`config.mk`:
```
export PLATFORM = sky130hd
export DESIGN_NAME = periph_bus_arbiter
export DESIGN_NICKNAME = d
export VERILOG_FILES = /design/src/rtl/periph_bus_arbiter.sv
export SDC_FILE = /design/constraint.sdc
export NUM_CORES = 1
export LEC_CHECK = 0
export ABC_AREA = 1
export CAP_MARGIN = 20
export CORE_MARGIN = 5
export CORE_UTILIZATION = 31
export CTS_CLUSTER_SIZE = 28
export DETAILED_ROUTE_END_ITERATION = 10
export PLACE_DENSITY = 0.77
export SLEW_MARGIN = 15
export SYNTH_ARGS = -nofsm -noshare
export SYNTH_HDL_FRONTEND = slang
export SYNTH_SLANG_ARGS = --single-unit
```
`constraint.sdc`:
```
create_clock -name clk -period 1.5 [get_ports clk]
set_input_delay 0.3 -clock clk [delete_from_list [all_inputs] [get_ports clk]]
set_output_delay 0.3 -clock clk [all_outputs]
set_load 0.05 [all_outputs]
```
`src/rtl/periph_bus_arbiter.sv`:
```
// Two-master arbiter for the shared peripheral/data-memory bus: M0 (core) has default
// priority, M1 gets starvation protection and a time-limited bus lock.
module periph_bus_arbiter #(
  parameter int ADDR_W       = 32,
  parameter int DATA_W       = 32,
  parameter int STARVE_LIMIT = 4,
  parameter int LOCK_MAX     = 16
) (
  input  logic              clk,
  input  logic              reset,
  input  logic              m0_req,
  input  logic              m0_wr,
  input  logic [ADDR_W-1:0] m0_addr,
  input  logic [DATA_W-1:0] m0_wdata,
  output logic              m0_gnt,
  output logic [DATA_W-1:0] m0_rdata,
  output logic              m0_rvalid,
  input  logic              m1_req,
  input  logic              m1_wr,
  input  logic [ADDR_W-1:0] m1_addr,
  input  logic [DATA_W-1:0] m1_wdata,
  input  logic              m1_lock,
  output logic              m1_gnt,
  output logic [DATA_W-1:0] m1_rdata,
  output logic              m1_rvalid,
  output logic              oMemRead,
  output logic              oMemWrite,
  output logic [ADDR_W-1:0] oMemAddr,
  output logic [DATA_W-1:0] oMemWriteData,
  input  logic [DATA_W-1:0] iMemReadData,
  output logic              oLockErr
);

  localparam int SW = $clog2(STARVE_LIMIT + 1);
  localparam int LW = (LOCK_MAX > 1) ? $clog2(LOCK_MAX) : 1;

  logic [SW-1:0] starve_cnt;
  logic          lock_r;
  logic [LW-1:0] lock_cnt;
  logic          m0_rv_r;
  logic          m1_rv_r;
  logic          timeout;

  always_comb begin
    m1_gnt   = !reset && m1_req &&
               (lock_r || !m0_req || starve_cnt == SW'(STARVE_LIMIT));
    m0_gnt   = !reset && m0_req && !lock_r && !m1_gnt;
    timeout  = lock_r && lock_cnt == LW'(LOCK_MAX - 1);
    // A granted M1 transaction at the timeout cycle either releases or re-arms the lock.
    oLockErr = !reset && timeout && !m1_gnt;

    oMemRead      = 1'b0;
    oMemWrite     = 1'b0;
    oMemAddr      = '0;
    oMemWriteData = '0;
    if (m0_gnt) begin
      oMemRead      = !m0_wr;
      oMemWrite     = m0_wr;
      oMemAddr      = m0_addr;
      oMemWriteData = m0_wdata;
    end else if (m1_gnt) begin
      oMemRead      = !m1_wr;
      oMemWrite     = m1_wr;
      oMemAddr      = m1_addr;
      oMemWriteData = m1_wdata;
    end
  end

  // Pending read returns are masked while reset is held.
  assign m0_rvalid = m0_rv_r && !reset;
  assign m1_rvalid = m1_rv_r && !reset;

  always_ff @(posedge clk) begin
    if (reset) begin
      m0_rv_r    <= 1'b0;
      m1_rv_r    <= 1'b0;
      m0_rdata   <= '0;
      m1_rdata   <= '0;
      starve_cnt <= '0;
      lock_r     <= 1'b0;
      lock_cnt   <= '0;
    end else begin
      m0_rv_r <= m0_gnt && !m0_wr;
      m1_rv_r <= m1_gnt && !m1_wr;
      if (m0_gnt && !m0_wr) m0_rdata <= iMemReadData;
      if (m1_gnt && !m1_wr) m1_rdata <= iMemReadData;

      if (m1_gnt || !m1_req)
        starve_cnt <= '0;
      else if (m0_gnt && starve_cnt != SW'(STARVE_LIMIT))
        starve_cnt <= starve_cnt + 1'b1;

      if (m1_gnt)
        lock_r <= m1_lock;
      else if (timeout)
        lock_r <= 1'b0;

      if ((m1_gnt && !m1_lock) || timeout)
        lock_cnt <= '0;
      else if (lock_r)
        lock_cnt <= lock_cnt + 1'b1;
    end
  end

endmodule
```
---- After elaboration in Yosys (flattened, before gate mapping) ----
Cells that the tools add are included.
W data, S select, Z words.
storage, ports and cells
  register bits after elaboration ......... 74
  bits of input ports ..................... 167
  output and inout bits ................... 135
  word-level logic and storage cells ...... 51
cells by class
  muxes and demuxes ....................... 10
  add/subtract/negate cells ............... 2
  eq/ne operators ......................... 3
  reductions and logical operators ........ 29
operator list
  cell                   count
  $mux W32               4
  $logic_and A1 B1 Y1    14
  $logic_not A1 Y1       8
  $mux W1                6
  $add A4 B1 Y4 const B  1
  $eq A4 B4 Y1 const B   1
  $logic_or A1 B1 Y1     4
  $reduce_or A2 Y1       2
  $add A3 B1 Y3 const B  1
  $eq A3 B3 Y1 const B   1
  $ne A3 B3 Y1 const B   1
  $reduce_bool A2 Y1     1

---- Longest topological paths before layout ----
  depth after elaboration ................. 7
  mapped depth ............................ 11
  depth with buffers taken out ............ 9

---- Worst setup path after synthesis ----
OpenSTA, ideal clock, no wires.
  path type ............................... register to output
  from .................................... register starve_cnt[0]
  to ...................................... output oLockErr
  data arrival time ....................... 2.279 ns
  cell stages (with the launch flop) ...... 10
  required time ........................... 1.200 ns
  path slack .............................. -1.079 ns
  buffers on the path ..................... 2
  cell sequence ........................... dfxtp_1 > inv_1 > ha_1 > nand2_1 > nand3_2 > nand2_1 > buf_6 > inv_2 > buf_2 > nor3_1
on the way
  word-level cells in the longest chain between the ends .. 5
RTL lines
  what                    line  source
  from (decl)             37    logic [SW-1:0] starve_cnt;
  from (signal assigned)  91    starve_cnt <= starve_cnt + 1'b1;
  $eq A3 B3 Y1            46    (lock_r || !m0_req || starve_cnt == SW'(STARVE_LIMIT));
  $logic_or A1 B1 Y1      46
  $logic_and A1 B1 Y1     45    m1_gnt = !reset && m1_req &&
  named net m1_gnt        23    output logic m1_gnt,
  $logic_not A1 Y1        50    oLockErr = !reset && timeout && !m1_gnt;
  $logic_and A1 B1 Y1     50
  to (decl)               31    output logic oLockErr
The timed path passes the listed nets, and every way through them passes these cells.

---- Final worst setup path ----
  from .................................... input m0_req
  to ...................................... output oMemWriteData[14]
on the way
  word-level cells in the longest chain between the ends .. 7
  elaborated cells on any way between the ends .. 10
  classes of those cells .................. mux (2); reduce/logical (8)
RTL lines
  what                             line  source
  from (decl)                      11    input logic m0_req,
  $logic_not A1 Y1                 46
  $logic_or A1 B1 Y1 (2 in a row)  46
  $logic_and A1 B1 Y1              45
  $logic_not A1 Y1                 47    m0_gnt = !reset && m0_req && !lock_r && !m1_gnt;
  $logic_and A1 B1 Y1              47
  $mux W32 (*)                     56    if (m0_gnt) begin
  to (decl)                        29    output logic [DATA_W-1:0] oMemWriteData,
Every way passes the cells marked *; elsewhere a longest branch is shown, timed or not.

==> results.md <==
* Die area at 15600 µm²
* Tcrit/Tclk final at 147%
* Placed insts at 1149
* YS warnings at 0
* Iteration count of the initial detailed-routing pass at 4
* DP Area at 9270 µm²
* Worst hold endpoint: starve_cnt[0]$_SDFFE_PP0P_
* Fin Clk Skew at 0.00529 ns
* Num CTS Buffers at 9
* Initial antenna violation count at 4
* Tmin final at 2.20 ns
* Yosys top cell by area: dfxtp_1
* R2R cell count at 14
* Cell variety after synth at 24
* Sequential share of the synthesized area at 36.3%
* Number of global-route vias before repair at 5348
* RR Startpoint: starve_cnt[1]$_SDFFE_PP0P_
* Number of synthesized flops with an enable pin at 0
* Via/cell ratio at 4.79
* Max FO, Critical Path at 5
* Most common flop cell mapped by yosys: dfxtp_1
* Setup ws final at -0.700 ns
* Fillers at 672
* # port buffers at 301
* CTS tree: done
* Routed WL per cell at 20.0 µm
* Max VDD drop at 0.934 mV
* RSZ-0062 raised after global routing: true
* Avg Cell Area, Syn at 6.00 µm²
* Most frequent cell after synthesis: nand2_1
* Min-Delay Path Depth at 3
* Element type at the critical path start: input pin
* Net Count, Synth at 851
* Synth Instances at 681
* Cell area after layout at 10800 µm²
* Post-synthesis instance area at 4090 µm²
* CTS sink cnt at 74
* Cell Rows at 42
* Register bit count reported by yosys at 74
* Hold_sp: m1_req
* Worst Setup End Kind: output pin
* Type of the worst setup path: input pin to output pin
* Detailed Route WL at 24.1 mm
* Asr flop ratio synth at 0%
* H-tree levels at 3
* P&R area growth vs syn at 165%
* Share of layout cells above drive strength 1 at 40.0%
* Final Instance Count excl. Fillers at 1204
* Largest net degree at the start of global routing at 35
* DP HPWL at 15.7 mm
* Final-report max-slew violation count at 0
* Skew-Pair Late Insertion Delay at 0.33 ns
* Final hold vios at 0
* Pleak at 4.81 nW
* Post-Place Setup Slack at -0.698 ns
* Routed vias at 5773
* Final Net Count at 1193
* Gr usage total at 25.7%
* Power Density at 718 nW/µm²
* Core area at 13100 µm²
* Starting DRT DRC Count at 270
* Fin Hold WS at 0.439 ns
* Synth area leaders: dfxtp_1, nand2_1, inv_1, nand4_1, a21oi_1
* CTS Buffer Depth at 2
* Post-synth top cells: nand2_1, inv_1, dfxtp_1
* Routed Antenna Nets at 0
* Die H at 125 µm
* Failing checks: negative setup slack
* Top cell type's share of synthesized area at 36.3%
* GRT Residual Overflow at 0
* Fmax at 455 MHz
* Die Wd at 125 µm
* Flop2flop setup slack at -0.35 ns
* Slew @ Worst Pin at 0.364 ns
* Root Driver: clkbuf_16
* Final Core Density at 82.8%
* Relative slew slack at 75.7%
* Finish-stage setup viols at 140
* Placer Congestion at 0.932
* Status: complete, but fails checks
* Worst EP arrival at 1.90 ns
* IO Pins at 302
* Crit path required time at 1.20 ns
* Hold WC Path Type: input pin to flip-flop
* Worst reg2reg endpoint: m1_rdata[26]$_SDFFE_PP0P_
* First-pass GRT wire length at 31.4 mm
* Maxcap violations at 0
* Reg clk slew, reported paths at 0.06 ns
* # DRC at 0
* Initial Util at 31.2%
-- layout by cell type, fill, tap and decap left out, drive strengths merged --
cell,netlist,final
ha,3,3
nand4,34,34
diode,0,1
clkbuf,12,23
nor2,43,43
mux2i,1,1
dfxtp,74,74
xnor2,2,2
clkinv,2,4
nand2,329,329
inv,109,109
o22ai,1,1
xor2,2,2
buf,29,193
clkdlybuf4s50,0,164
bufbuf,0,1
bufinv,0,3
dlygate4sd2,0,1
a21oi,33,33
nand3,6,6
nor3,1,1
-- state kept, by name (all words and copies together), names as in the netlist --
register    cells
starve_cnt      3
lock_cnt        4
lock_r          1
m0_rdata       32
m1_rv_r         1
m1_rdata       32
m0_rv_r         1
-- per-layer routing --
| layer | GRT usage (%) | wire length (µm) | up-vias |
|---|---|---|---|
| li1 | - | - | 2717 |
| met3 | 10.3 | 2280 | 65 |
| met4 | 7.80 | 777 | 6 |
| met5 | 0 | 34 | - |
| met1 | 28.3 | 8400 | 2708 |
| met2 | 45.4 | 12600 | 277 |
-- stage by stage --
step           TNS (ns)  total power, mW
6_report         -62.70             7.78
5_1_grt          -71.18             8.04
4_1_cts          -49.76             7.53
3_5_place_dp     -76.31             4.93
3_3_place_gp     -72.97             4.90
2_1_floorplan    -11.90             3.42
-- how the worst max path moves through the flow --
| stage | endpoint | slack (ns) | depth (start not counted) | start |
|---|---|---|---|---|
| 2_1_floorplan | oLockErr | -0.30 | 9 | starve_cnt[0]$_SDFFE_PP0P_ |
| 3_3_place_gp | oMemAddr[23] | -0.66 | 10 | m1_req |
| 6_report | oMemWriteData[14] | -0.70 | 10 | m0_req |
| 3_5_place_dp | oMemAddr[23] | -0.70 | 10 | m1_req |
| 5_1_grt | oMemWriteData[14] | -0.74 | 12 | starve_cnt[1]$_SDFFE_PP0P_ |
| 4_1_cts | oMemAddr[24] | -0.66 | 12 | starve_cnt[1]$_SDFFE_PP0P_ |
-- area by class of cell --
| type | instances | area (µm²) | area share (%) |
|---|---|---|---|
| tap | 176 | 220 | 2.03 |
| sequential | 74 | 1480 | 13.7 |
| multi-input combinational | 455 | 2910 | 26.8 |
| antenna | 1 | 2.50 | 0.0231 |
| clock buffer | 10 | 229 | 2.11 |
| timing repair buffer | 372 | 5460 | 50.3 |
| clock inverter | 5 | 104 | 0.958 |
| inverter | 111 | 439 | 4.05 |
-- repair_timing --
item                                    CTS  global route
setup buffers                            11             7
endpoints found under the setup margin  138           139
resized for setup                        60           117
pin swaps                                 3            13
gates cloned                              5            17
hold buffers                              0             0
-- kinds of logic (layout without fill, tap and decap cells) --
kind of cell,Yosys count,in the layout,synth area share (%)
AOI/OAI and AO/OA,34,34,4.20
xor gates and xnor gates,4,4,0.858
adders and majority gates,3,3,0.919
buffers and inverters,152,498,16.5
DFF,74,74,36.3
muxes,1,1,0.245
other,0,1,0
and+or+nand+nor,413,413,41.0
-- report_power, final --
group	switching, mW	leakage [nW]	internal, mW	total, mW
registers	0.0765	0.602	2.04	2.12
logic	1.60	4.05	1.60	3.20
clock network	0.843	0.163	1.62	2.46
total	2.52	4.81	5.26	7.78
-- critical path, stage by stage --
cell,delay (ns)
clkdlybuf4s50_1,0.56
nand2_2,0.09
nor2_4,0.16
nand2_4,0.09
inv_6,0.10
clkbuf_16,0.16
buf_12,0.11
nand2_1,0.09
nand2_4,0.09
buf_12,0.14
Note: power is estimated with default switching activity, not from simulation.
